`config.mk`:
```
export PLATFORM = sky130hd
export DESIGN_NAME = uart_line_assembler
export DESIGN_NICKNAME = d
export VERILOG_FILES = /design/src/rtl/uart_line_assembler_pkg.sv /design/src/rtl/uart_line_buffer.sv /design/src/rtl/uart_line_assembler.sv
export SDC_FILE = /design/constraint.sdc
export NUM_CORES = 1
export LEC_CHECK = 0
export BUFFER_PORTS_ARGS = -buffer_cell sky130_fd_sc_hd__buf_4
export CORE_MARGIN = 2
export CORE_UTILIZATION = 65
export DETAILED_ROUTE_END_ITERATION = 8
export PLACE_DENSITY = 0.81
export SYNTH_ARGS = -nofsm -noshare
export SYNTH_HDL_FRONTEND = slang
export SYNTH_SLANG_ARGS = --single-unit
```
`constraint.sdc`:
```
create_clock -name clk -period 6.8 [get_ports clk]
set_input_delay 1.36 -clock clk [delete_from_list [all_inputs] [get_ports clk]]
set_output_delay 1.36 -clock clk [all_outputs]
set_load 0.005 [all_outputs]
```
`src/rtl/uart_line_assembler_pkg.sv`:
```
// Shared constants and FSM state encoding for the UART line assembler.
package uart_line_assembler_pkg;

  localparam logic [7:0] ASCII_CR  = 8'h0D;
  localparam logic [7:0] ASCII_LF  = 8'h0A;
  localparam logic [7:0] ASCII_BS  = 8'h08;
  localparam logic [7:0] ASCII_DEL = 8'h7F;

  localparam int unsigned LINE_COUNT_W = 16;

  typedef enum logic [2:0] {
    ST_COLLECT = 3'd0,
    ST_RX_GAP  = 3'd1,
    ST_FLUSH   = 3'd2,
    ST_TX_GAP  = 3'd3,
    ST_EOL_CR  = 3'd4,
    ST_EOL_LF  = 3'd5,
    ST_DONE    = 3'd6
  } state_e;

endpackage

```
`src/rtl/uart_line_buffer.sv`:
```
// LINE_LEN x DATA_WIDTH line storage: synchronous write, registered synchronous read.
module uart_line_buffer #(
  parameter int unsigned DATA_WIDTH = 8,
  parameter int unsigned LINE_LEN   = 64
) (
  input  logic                        clk,
  input  logic                        i_we,
  input  logic [$clog2(LINE_LEN)-1:0] i_waddr,
  input  logic [DATA_WIDTH-1:0]       i_wdata,
  input  logic [$clog2(LINE_LEN)-1:0] i_raddr,
  output logic [DATA_WIDTH-1:0]       o_rdata
);

  logic [DATA_WIDTH-1:0] r_mem [LINE_LEN];
  logic [DATA_WIDTH-1:0] r_rdata;

  // Contents are don't-care after reset, so the array has no reset.
  always_ff @(posedge clk) begin
    if (i_we) begin
      r_mem[i_waddr] <= i_wdata;
    end
    r_rdata <= r_mem[i_raddr];
  end

  assign o_rdata = r_rdata;

endmodule

```
`src/rtl/uart_line_assembler.sv`:
```
// Line-oriented echo: pops RX FIFO characters into a line buffer with backspace
// editing, then writes the line to the TX FIFO on EOL, full buffer or idle timeout.
module uart_line_assembler
  import uart_line_assembler_pkg::*;
#(
  parameter int unsigned DATA_WIDTH     = 8,
  parameter int unsigned LINE_LEN       = 64,
  parameter logic [7:0]  EOL_CHAR       = ASCII_CR,
  parameter logic [7:0]  BS_CHAR        = ASCII_BS,
  parameter bit          APPEND_CRLF    = 1'b1,
  parameter int unsigned TIMEOUT_CYCLES = 2812*10*16
) (
  input  logic                      clk,
  input  logic                      rst_n,
  input  logic [DATA_WIDTH-1:0]     i_rx_data,
  input  logic                      i_rx_empty,
  output logic                      o_rx_read,
  output logic [DATA_WIDTH-1:0]     o_tx_data,
  output logic                      o_tx_write,
  input  logic                      i_tx_full,
  output logic                      o_busy,
  output logic [LINE_COUNT_W-1:0]   o_line_count,
  output logic                      o_overflow,
  output logic [$clog2(LINE_LEN):0] o_level
);

  localparam int unsigned AW    = $clog2(LINE_LEN);
  localparam int unsigned LVL_W = AW + 1;
  localparam int unsigned TO_W  = (TIMEOUT_CYCLES > 1) ? $clog2(TIMEOUT_CYCLES) : 1;

  localparam logic [TO_W-1:0]  TO_LAST   = TO_W'(TIMEOUT_CYCLES - 1);
  localparam logic [LVL_W-1:0] LVL_LAST  = LVL_W'(LINE_LEN - 1);

  state_e                  r_state;
  state_e                  r_gap_next;
  logic [DATA_WIDTH-1:0]   r_char;
  logic [LVL_W-1:0]        r_level;
  logic [LVL_W-1:0]        r_idx;
  logic                    r_eol;
  logic [TO_W-1:0]         r_tcnt;
  logic                    r_rx_read;
  logic                    r_tx_write;
  logic [DATA_WIDTH-1:0]   r_tx_data;
  logic                    r_busy;
  logic [LINE_COUNT_W-1:0] r_line_count;
  logic                    r_overflow;

  logic                    w_is_bs;
  logic                    w_is_eol;
  logic                    w_we;
  logic [DATA_WIDTH-1:0]   w_rdata;

  assign w_is_bs  = (r_char == DATA_WIDTH'(BS_CHAR)) || (r_char == DATA_WIDTH'(ASCII_DEL));
  assign w_is_eol = (r_char == DATA_WIDTH'(EOL_CHAR));
  assign w_we     = (r_state == ST_RX_GAP) && !w_is_bs && !w_is_eol;

  // Read address follows idx, so data for idx+1 is fetched during the TX gap.
  uart_line_buffer #(
    .DATA_WIDTH (DATA_WIDTH),
    .LINE_LEN   (LINE_LEN)
  ) u_buf (
    .clk     (clk),
    .i_we    (w_we),
    .i_waddr (r_level[AW-1:0]),
    .i_wdata (r_char),
    .i_raddr (r_idx[AW-1:0]),
    .o_rdata (w_rdata)
  );

  always_ff @(posedge clk or negedge rst_n) begin
    if (!rst_n) begin
      r_state      <= ST_COLLECT;
      r_gap_next   <= ST_COLLECT;
      r_char       <= '0;
      r_level      <= '0;
      r_idx        <= '0;
      r_eol        <= 1'b0;
      r_tcnt       <= '0;
      r_rx_read    <= 1'b0;
      r_tx_write   <= 1'b0;
      r_tx_data    <= '0;
      r_busy       <= 1'b0;
      r_line_count <= '0;
      r_overflow   <= 1'b0;
    end else begin
      r_rx_read  <= 1'b0;
      r_tx_write <= 1'b0;
      case (r_state)
        ST_COLLECT: begin
          if (!i_rx_empty) begin
            r_char    <= i_rx_data;
            r_rx_read <= 1'b1;
            r_tcnt    <= '0;
            r_busy    <= 1'b1;
            r_state   <= ST_RX_GAP;
          end else if (r_level == '0) begin
            r_tcnt <= '0;
          end else if (TIMEOUT_CYCLES != 0) begin
            // Idle with a partial line: flush it once the line has sat long enough.
            if (r_tcnt == TO_LAST) begin
              r_tcnt  <= '0;
              r_eol   <= 1'b0;
              r_busy  <= 1'b1;
              r_state <= ST_FLUSH;
            end else begin
              r_tcnt <= r_tcnt + TO_W'(1);
            end
          end
        end

        ST_RX_GAP: begin
          if (w_is_bs) begin
            if (r_level != '0) begin
              r_level <= r_level - LVL_W'(1);
            end
            r_busy  <= 1'b0;
            r_state <= ST_COLLECT;
          end else if (w_is_eol) begin
            r_eol <= 1'b1;
            r_idx <= '0;
            if (r_level != '0) begin
              r_state <= ST_FLUSH;
            end else if (APPEND_CRLF) begin
              r_state <= ST_EOL_CR;
            end else begin
              r_state <= ST_DONE;
            end
          end else begin
            r_level <= r_level + LVL_W'(1);
            if (r_level == LVL_LAST) begin
              r_overflow <= 1'b1;
              r_eol      <= 1'b0;
              r_idx      <= '0;
              r_state    <= ST_FLUSH;
            end else begin
              r_busy  <= 1'b0;
              r_state <= ST_COLLECT;
            end
          end
        end

        ST_FLUSH: begin
          if (!i_tx_full) begin
            r_tx_data  <= w_rdata;
            r_tx_write <= 1'b1;
            r_idx      <= r_idx + LVL_W'(1);
            r_state    <= ST_TX_GAP;
            if (r_idx + LVL_W'(1) != r_level) begin
              r_gap_next <= ST_FLUSH;
            end else if (r_eol && APPEND_CRLF) begin
              r_gap_next <= ST_EOL_CR;
            end else begin
              r_gap_next <= ST_DONE;
            end
          end
        end

        ST_TX_GAP: begin
          r_state <= r_gap_next;
        end

        ST_EOL_CR: begin
          if (!i_tx_full) begin
            r_tx_data  <= DATA_WIDTH'(ASCII_CR);
            r_tx_write <= 1'b1;
            r_gap_next <= ST_EOL_LF;
            r_state    <= ST_TX_GAP;
          end
        end

        ST_EOL_LF: begin
          if (!i_tx_full) begin
            r_tx_data  <= DATA_WIDTH'(ASCII_LF);
            r_tx_write <= 1'b1;
            r_gap_next <= ST_DONE;
            r_state    <= ST_TX_GAP;
          end
        end

        ST_DONE: begin
          r_line_count <= r_line_count + LINE_COUNT_W'(1);
          r_level      <= '0;
          r_idx        <= '0;
          r_eol        <= 1'b0;
          r_busy       <= 1'b0;
          r_state      <= ST_COLLECT;
        end

        default: begin
          r_busy  <= 1'b0;
          r_state <= ST_COLLECT;
        end
      endcase
    end
  end

  assign o_rx_read    = r_rx_read;
  assign o_tx_write   = r_tx_write;
  assign o_tx_data    = r_tx_data;
  assign o_busy       = r_busy;
  assign o_line_count = r_line_count;
  assign o_overflow   = r_overflow;
  assign o_level      = r_level;

endmodule

```
==> impl_metrics.csv, run 1 <==
group,metric,value,unit
clocking,cts_max_level,2,
clocking,cts-root-buf,"clkbuf_16",
clocking,ctsHoldBuffers,0,
setup_path,cp.required,7020,ps
sta,setup_viol,0,
synthesis,synth_cells,1350,
place,postPlaceCellArea,24700,µm²
global_route,grt_max_degree,97,
synthesis,synth_cell_type_count,64,
floorplanning,start_util,0.657,
place,dp_hpwl,30300,µm
synthesis,muxShareOfSynthArea,0.133,
finish,final_common_cell,"edfxtp_1",
synthesis,synth_fa_ha_area_frac,0.00502,
synthesis,ys_warn_count,0,
sta,worstMarginPinSlew,1230,ps
setup_path,startpoint_type,"flip-flop",
setup_path,cp.arrival,4430,ps
setup_path,end_kind,"flip-flop",
global_route,use_met2,0.433,
finish,layoutNonFillerInstCount,1909,
global_route,grt_use_met1,0.391,
place,numPortBuffers,46,
worst_hold_path,hold_depth,1,
finish,final_nets,1415,
place,place_congestion,0.858,
sta,holdWs,461,ps
clocking,cts_tree,"done",
worst_hold_path,min_from,"r_eol",
power,p_int,7550,µW
setup_path,r2r_start,"r_char[1]",
global_route,grt_antenna_before_repair,0,
clocking,postCtsResizedCells,0,
synthesis,netlist_area,24000,µm²
sta,rsz0062_at_grt,"false",
global_route,grt_pass1_vias,13100,
clocking,clock_latency,610,ps
clocking,cts_buffers,56,
synthesis,synth-main-ff-cell,"edfxtp_1",
synthesis,synth_nets,1371,
sta,setup_tns,0,ps
floorplanning,coreArea,36400,µm²
worst_hold_path,hold_class,"flip-flop to flip-flop",
synthesis,yosysSeqAreaShare,0.728,
flow_run,drv_cap,0,
setup_path,critPathKind,"flip-flop to flip-flop",
finish,layout-drive-gt1-share,0.222,
sta,finalCritPeriodShare,0.619,
power,seqPwrFrac,0.485,
sta,slew_viol_final,0,
finish,syn2layout_area_growth,10.8,%
clocking,clk_path_buf_depth,3,
power,switchingPower,3360,µW
setup_path,critPathLaunch,"r_char[1]",
setup_path,rr_worst_depth,6,
synthesis,ys_ff_latch,596,
finish,final_cell_mix,"512 x edfxtp_1, 126 x mux4_2, 113 x nor2_1",
synthesis,synth_compound_area_frac,0.0511,
setup_path,crit_fanout,67,
power,p_leak,0.00866,µW
power,power_frac_clock,0.287,
global_route,overflow,0,
floorplanning,die-area,38400,µm²
power,ir_drop,0.000282,V
global_route,use_met3,0.0562,
detailed_routing,drtIter0Drc,1211,
detailed_routing,drc_errors,0,
global_route,grt_pass1_wl,78700,µm
power,p_per_area,411,nW/µm²
clocking,clock-sinks,596,
detailed_routing,vias_per_cell,6.82,
clocking,cts.clk_slew.worst_paths,60,ps
power,switching_share,0.308,
sta,relSlewSlack,0.177,
detailed_routing,wire_per_inst,27.0,µm
clocking,cts_setup_buffers,0,
finish,stdcell_area,26500,µm²
synthesis,avgSynthCellArea,17.7,µm²
detailed_routing,first_pass_iters,5,
synthesis,synth-simple-area-share,0.0569,
global_route,grt_usage,0.277,
sta,fmax,237,MHz
synthesis,synth_top_family_by_area,"multiplexers",
synthesis,synth_edf_count,512,
detailed_routing,via_count,13000,
run_status,status,"complete, no violations",
synthesis,synth_xor_area_frac,0.0102,
place,dp.cells,1804,
finish,final_util,0.729,
floorplanning,die_w,196,µm
floorplanning,ios,47,
power,comb_power_share,0.228,
global_route,busiest_layer,"met2",
detailed_routing,ant_nets,0,
sta,hold_viol,0,
detailed_routing,wl,51600,µm
floorplanning,core.rowCount,70,
sta,fin_skew,17.3,ps
synthesis,synthArstFlopShare,0.128,
sta,period_needed,4210,ps
floorplanning,die_y,196,µm
[cells by family (layout without fill, tap and decap cells)]
| kind of cell | Yosys count | in the layout |
|---|---|---|
| muxes | 158 | 158 |
| and+or+nand+nor | 286 | 286 |
| DFF | 596 | 596 |
| AOI/OAI and AO/OA | 187 | 187 |
| other | 0 | 1 |
| xor gates and xnor gates | 28 | 28 |
| buffers and inverters | 86 | 176 |
| adders and majority gates | 9 | 9 |
[layer usage]
layer | vias up | part of all wire | wire (µm)
met1 | 6652 | 0.40 | 20500
met4 | 0 | 0.040 | 2040
met5 | - | 0 | 0
met3 | 134 | 0.081 | 4200
met2 | 717 | 0.48 | 24800
li1 | 5508 | - | -
[flip-flops by register name, summed over array words and instances, names as in the netlist, 3 cells and up]
| name | cells |
|---|---|
| u_buf.r_mem | 512 |
| r_tcnt | 19 |
| o_line_count | 16 |
| o_tx_data | 8 |
| r_char | 8 |
| u_buf.o_rdata | 8 |
| o_level | 7 |
| r_idx | 7 |
| r_gap_next | 3 |
| r_state | 3 |
[critical path, cell delays in order, from the launching register on]
cell and delay (ps):
dfrtp_2 1150, nor3_1 230, and2_1 250, o221a_2 280, nor3b_1 400, nand3_1 680, nor2_1 830
[worst paths after layout]
kind | to | slack [ps]
min in group asynchronous | r_tcnt[16] | 920
worst max register to register | u_buf.r_mem[63][1] | 2590
worst min register to register | r_gap_next[1] | 460
worst min-delay path | r_gap_next[1] | 460
worst max-delay path | u_buf.r_mem[63][1] | 2590
max in group asynchronous | r_idx[1] | 5140
[synth_stat cells, drive strengths merged, types with 3 or more instances]
cell	n	area share
nand2	49	0.0077
a22o	4	0.0015
o22ai	12	0.0031
xor2	5	0.0018
dfrtp	76	0.079
dfxtp	8	0.0067
xnor2	23	0.0084
inv	14	0.0022
nand3b	6	0.0019
nand4	8	0.0021
nor3	15	0.0031
a221o	7	0.0029
ha	8	0.0042
and3	7	0.0018
o31ai	12	0.0038
a221oi	3	0.0011
mux2	25	0.012
and2	6	0.0016
or4	3	0.00094
a21oi	45	0.0094
nor4	4	0.0010
edfxtp	512	0.64
buf	35	0.0075
a31oi	4	0.0010
a22oi	19	0.0060
nor2	113	0.018
or2	4	0.0010
a41oi	4	0.0015
o21ai	47	0.0098
or3	9	0.0024
o41ai	3	0.0011
a21o	3	0.00094
a211oi	8	0.0025
mux4	126	0.12
nand2b	6	0.0016
or3b	3	0.0011
nand3	35	0.0073
mux2i	7	0.0029
nor2b	11	0.0029
clkbuf	37	0.0058
[stage by stage]
stage	power, µW	setup slack, ps
floorplan	6860	3050
global placement	7700	2820
detailed placement	7800	2660
CTS	10900	2640
global route	11300	2320
finish	10900	2590
[cell type report]
cell class                      instances  area (µm²)
Multi-Input combinational cell        668        6140
Tap cell                              468         586
Sequential cell                       596       17500
Timing Repair Buffer                   58         448
Antenna cell                            1        2.50
Clock inverter                         28         293
Fill cell                            2038        9890
Clock buffer                           76        1570
Inverter                               14        52.6
[power groups by stage]
| stage | Sequential [µW] | Clock, µW | Combinational (µW) |
|---|---|---|---|
| floorplan | 5030 | 0 | 1830 |
| global placement | 5320 | 0 | 2380 |
| detailed placement | 5360 | 0 | 2440 |
| CTS | 5290 | 3160 | 2470 |
| global route | 5350 | 3290 | 2660 |
| finish | 5290 | 3130 | 2480 |
(Power assumes the default switching activity.)
==> inputs of run 2 (changes only) <==
Settings changed: CORE_UTILIZATION 65 to 62, PLACE_DENSITY 0.81 to 0.78.
Clock period 6.8 ns to 4.4 ns, I/O delays scaled along.
==> run 2 against run 1 <==
Power rose by 57%; flip-flop and latch count unchanged; maximum frequency increased by 15%; design area increased by 0.79%; first-iteration DRC count up 39%; routed wire length grew 7.2%; worst setup slack got worse by 1800 ps; die area up 4.7%; clock skew grew 2.9 ps; critical path depth is the same; utilization shrank 2.2 points; largest cell class unchanged; largest power group unchanged.
==> impl_metrics.csv, run 2 (synthesis gave the netlist of run 1 again) <==
group,metric,value,unit
global_route,grt_usage,0.279,
global_route,use_met2,0.439,
run_status,status,"complete, no violations",
sta,setup_tns,0,ps
global_route,grt_pass1_vias,13200,
setup_path,path_delay_family,"simple AND/OR/NAND/NOR gates",
finish,largest_register_ff_count,512,
floorplanning,coreArea,37800,µm²
detailed_routing,wire_per_inst,28.1,µm
place,place_congestion,0.887,
worst_hold_path,hold_class,"input port to async pin",
clocking,cts-root-buf,"clkbuf_16",
detailed_routing,vias_per_cell,6.76,
setup_path,cp.required,4620,ps
sta,holdWs,445,ps
finish,seq_area,17500,µm²
sta,worstMarginPinSlew,1030,ps
power,p_per_area,641,nW/µm²
floorplanning,ios,47,
sta,slew_viol_final,0,
place,numPortBuffers,46,
power,p_leak,0.00874,µW
clocking,cts_tree,"done",
place,dp_hpwl,33000,µm
global_route,grt_antenna_before_repair,1,
finish,final_cell_mix,"512 x edfxtp_1, 126 x mux4_2, 113 x nor2_1",
sta,rsz0062_at_grt,"false",
setup_path,critPathKind,"flip-flop to flip-flop",
sta,setup_viol,0,
clocking,postCtsResizedCells,0,
floorplanning,start_util,0.633,
global_route,overflow,0,
clocking,cts_max_level,2,
sta,fin_skew,20.2,ps
sta,relSlewSlack,0.313,
setup_path,r2r_slack,750,ps
floorplanning,die_y,201,µm
setup_path,path_buf_inv,0,
flow_run,drv_cap,0,
finish,multi_input_area,6140,µm²
power,ir_drop,0.000440,V
sta,fmax,274,MHz
floorplanning,die-area,40200,µm²
setup_path,end_kind,"flip-flop",
global_route,busiest_layer,"met2",
detailed_routing,drtIter0Drc,1689,
setup_path,crit_path_max_incr_delay,840,ps
finish,stdcell_area,26800,µm²
detailed_routing,via_count,13300,
clocking,cts_buffers,57,
detailed_routing,wl,55300,µm
setup_path,crit_fanout,36,
setup_path,startpoint_type,"flip-flop",
detailed_routing,first_pass_iters,6,
global_route,grt_max_degree,77,
finish,final_common_cell,"edfxtp_1",
clocking,clk_path_buf_depth,3,
sta,period_needed,3650,ps
clocking,cts_setup_buffers,0,
power,total_power,17100,µW
finish,diodes,0,
global_route,use_met3,0.0562,
setup_path,cp.arrival,3870,ps
finish,final_nets,1431,
global_route,grt_pass1_wl,83000,µm
clocking,clock-sinks,596,
clocking,cts.clk_slew.worst_paths,70,ps
global_route,grt_use_met1,0.392,
floorplanning,core.rowCount,71,
sta,hold_viol,0,
detailed_routing,ant_nets,0,
clocking,clock_latency,600,ps
finish,fillCellCount,2291,
sta,finalCritPeriodShare,0.830,
place,postPlaceCellArea,24900,µm²
finish,largest_register,"u_buf.r_mem",
floorplanning,die_w,201,µm
setup_path,cp_cell_sequence,"nor3_1, and2_1, o221a_2, nor3b_1, nand2_1, nor2_1",
detailed_routing,drc_errors,0,
finish,syn2layout_area_growth,11.7,%
setup_path,slowest_stage,"dfrtp_2",
finish,layout-drive-gt1-share,0.226,
clocking,ctsHoldBuffers,0,
finish,final_util,0.707,
-- run 2: metal layers --
layer	wire length [µm]	vias to the layer above
met1	21100	6727
met2	26400	881
met4	2240	0
li1	-	5534
met3	5470	165
met5	0	-
-- run 2: through the flow --
step / std cells / setup slack (ps)
floorplan: 1350 / 646
global placement: 1862 / 914
detailed placement: 1862 / 788
CTS: 1969 / 796
global route: 1969 / 582
finish: 1969 / 749
-- run 2: path summary, 6_finish.rpt --
| path | from | endpoint | cells after the start |
|---|---|---|---|
| worst max register to register | r_char[5] | u_buf.r_mem[50][4] | 6 |
| min in group clk | u_buf.o_rdata[6] | o_tx_data[6] | 2 |
| worst max-delay path | r_char[5] | u_buf.r_mem[50][4] | 6 |
| worst min register to register | u_buf.o_rdata[6] | o_tx_data[6] | 2 |
| worst min-delay path | rst_n | r_tcnt[4] | 1 |
| max in group asynchronous | rst_n | r_idx[1] | 1 |
-- run 2: final cells by class --
cell class                 count  share of cell area
tap                          511              0.0239
inverter                      14             0.00196
timing repair buffer          73              0.0219
multi-input combinational    668               0.230
clock inverter                30              0.0119
clock buffer                  77              0.0584
sequential                   596               0.652
-- run 2: power by group --
part / internal (µW) / leakage, µW / switching, µW / total (µW)
Combinational: 1790 / 0.00217 / 2650 / 4430
Sequential: 7160 / 0.00567 / 684 / 7840
Clock: 2840 / 0.000905 / 2030 / 4870
Total: 11800 / 0.00874 / 5360 / 17100
==> inputs of run 3 (changes only) <==
Settings changed: ABC_AREA set to 1, CORE_UTILIZATION 62 to 56, PLACE_DENSITY 0.78 to 0.74.
Clock period 4.4 ns to 3.3 ns, I/O delays scaled along.
==> run 3 against run 2 <==
Worst hold slack lost 270 ps; synthesized area rose by 3.9%; sequential power is 27% higher; combinational power up 68%; routed wire length grew 15%; die area up 15%; flip-flop and latch count unchanged; worst setup slack lost 68 ps; sequential share of layout area shrank 3.2 points.
==> impl_metrics.csv, run 3 <==
group,metric,value,unit
detailed_routing,via_count,17100,
sta,finalCritPeriodShare,0.793,
sta,relSlewSlack,0.348,
finish,final_nets,2230,
synthesis,synthTopCellsByCount,"512 x edfxtp_1, 437 x nor2_1, 268 x o21ai_0, 231 x nand2_1, 106 x nand3_1",
finish,layoutNonFillerInstCount,2850,
global_route,overflow,0,
finish,layout-drive-gt1-share,0.132,
place,postPlaceCellArea,26200,µm²
clocking,cts-root-buf,"clkbuf_16",
sta,rsz0062_at_grt,"false",
synthesis,synth_nets,2146,
synthesis,ys_ff_latch,596,
setup_path,cp.arrival,2870,ps
clocking,clock-sinks,596,
clocking,clock_latency,630,ps
setup_path,critPathKind,"flip-flop to flip-flop",
detailed_routing,wl,63700,µm
setup_path,r2r_slack,680,ps
floorplanning,start_util,0.565,
sta,setup_viol,0,
power,p_per_area,857,nW/µm²
setup_path,crit_fanout,22,
global_route,grt_usage,0.277,
finish,largest_register,"u_buf.r_mem",
clocking,clk_path_buf_depth,3,
floorplanning,die_w,215,µm
floorplanning,core.rowCount,77,
setup_path,startpoint_type,"flip-flop",
sta,period_needed,2620,ps
place,place_congestion,0.905,
setup_path,cp.required,3550,ps
finish,stdcell_area,28100,µm²
sta,fmax,382,MHz
finish,final_util,0.639,
run_status,status,"complete, no violations",
floorplanning,coreArea,44000,µm²
clocking,postCtsResizedCells,0,
detailed_routing,first_pass_iters,5,
sta,fin_skew,38.6,ps
synthesis,yosysTopAreaCellShare,0.618,
clocking,cts.clk_slew.worst_paths,60,ps
global_route,grt_pass1_wl,97800,µm
sta,slew_viol_final,0,
synthesis,yosys.area.top_type,"edfxtp_1",
global_route,grt_pass1_vias,16700,
setup_path,path_buf_inv,1,
synthesis,synth_area_leaders,"edfxtp_1 62%, dfrtp_1 7.6%, nor2_1 6.6%, o21ai_0 5.4%, nand2_1 3.5%",
flow_run,drv_cap,0,
setup_path,crit_path_max_incr_delay,620,ps
sta,hold_viol,0,
synthesis,synth_edf_count,512,
synthesis,synthArstFlopShare,0.128,
detailed_routing,drtIter0Drc,2682,
finish,final_cell_mix,"512 x edfxtp_1, 437 x nor2_1, 268 x o21ai_0",
place,numPortBuffers,46,
synthesis,ys_warn_count,0,
global_route,grt_max_degree,91,
place,dp_hpwl,39400,µm
finish,final_common_cell,"edfxtp_1",
setup_path,cp_cell_sequence,"buf_4, nand4_1, nand3_2, nor2_8, nand2_2, nor2_1",
detailed_routing,vias_per_cell,6.01,
sta,worstMarginPinSlew,978,ps
finish,diodes,0,
synthesis,synth_cells,2125,
synthesis,synth-main-ff-cell,"edfxtp_1",
clocking,cts_max_level,2,
power,ir_drop,0.000669,V
floorplanning,die-area,46100,µm²
clocking,cts_setup_buffers,0,
setup_path,end_kind,"flip-flop",
finish,syn2layout_area_growth,13.1,%
floorplanning,ios,47,
power,p_leak,0.00998,µW
clocking,ctsHoldBuffers,0,
detailed_routing,drc_errors,0,
clocking,cts_tree,"done",
global_route,grt_antenna_before_repair,0,
worst_hold_path,hold_class,"input port to async pin",
synthesis,yosysMostFrequentCell,"edfxtp_1",
synthesis,synth_cell_type_count,43,
finish,largest_register_ff_count,512,
synthesis,yosysSeqAreaShare,0.701,
finish,fillCellCount,3295,
place,dp.cells,2740,
setup_path,path_delay_family,"simple AND/OR/NAND/NOR gates",
floorplanning,die_y,215,µm
sta,setup_tns,0,ps
synthesis,avgSynthCellArea,11.7,µm²
detailed_routing,wire_per_inst,22.4,µm
synthesis,netlist_area,24900,µm²
clocking,cts_buffers,59,
setup_path,slowest_stage,"nor2_1",
detailed_routing,ant_nets,0,
[run 3: cell count changes in the layout (fill, tap and decap cells not counted), moves of 16 or more]
cell and delta:
o211ai_1 +62, nand3_1 +71, buf_4 +63, nor2_1 +324, o21ai_0 +222, o21ai_1 +28, mux2_2 -24, inv_1 +42
mux4_2 -126, nand2_1 +182, xnor2_1 -16, o22ai_1 +49
[run 3: worst register-to-register path, stage by stage, from the launching register on]
cell	delay (ps)
dfrtp_2	410
buf_4	230
nand4_1	220
nand3_2	160
nor2_8	280
nand2_2	340
nor2_1	630
[run 3: per-layer routing]
layer / GRT usage / share of wire
met1: 0.381 / 0.40
met2: 0.449 / 0.48
met3: 0.0413 / 0.090
met4: 0.113 / 0.039
met5: 0 / 0
[run 3: stage by stage]
step,power (µW),worst slack (ps),hold WS (ps)
finish,24100,682,178
global route,25100,528,256
CTS,24100,711,225
detailed placement,17400,708,443
global placement,17300,718,440
floorplan,14500,354,364
[run 3: layout make-up]
class | instances | area, µm² | area share
clock inverters | 39 | 400 | 0.0142
inverters | 70 | 268 | 0.00952
multi-input cells | 1343 | 6620 | 0.235
repair buffers | 139 | 1120 | 0.0398
clock buffers | 71 | 1540 | 0.0548
well taps | 592 | 741 | 0.0263
flip-flops and latches | 596 | 17500 | 0.620
[run 3: power breakdown]
part | leakage (µW) | internal, µW | switching (µW)
Sequential | 0.00571 | 9440 | 498
Combinational | 0.00333 | 1960 | 5480
Clock | 0.000943 | 3880 | 2840
[run 3: cells by family (layout without fill, tap and decap cells)]
kind of cell               after synthesis  count (layout)  share of synthesized area
and+or+nand+nor                        835             835                      0.146
DFF                                    596             596                      0.701
AOI/OAI and AO/OA                      481             481                      0.109
buffers and inverters                  186             319                     0.0334
xor gates and xnor gates                18              18                    0.00634
adders and majority gates                9               9                    0.00483
[run 3: final timing paths]
check | startpoint | to | cells after the start
setup / recovery | r_char[4] | u_buf.r_mem[48][1] | 6
hold / removal | rst_n | o_level[5] | 1
setup reg to reg | r_char[4] | u_buf.r_mem[48][1] | 6
hold reg to reg | u_buf.o_rdata[5] | o_tx_data[5] | 2
max in group asynchronous | rst_n | r_idx[1] | 1
min in group clk | i_rx_data[0] | r_char[0] | 3
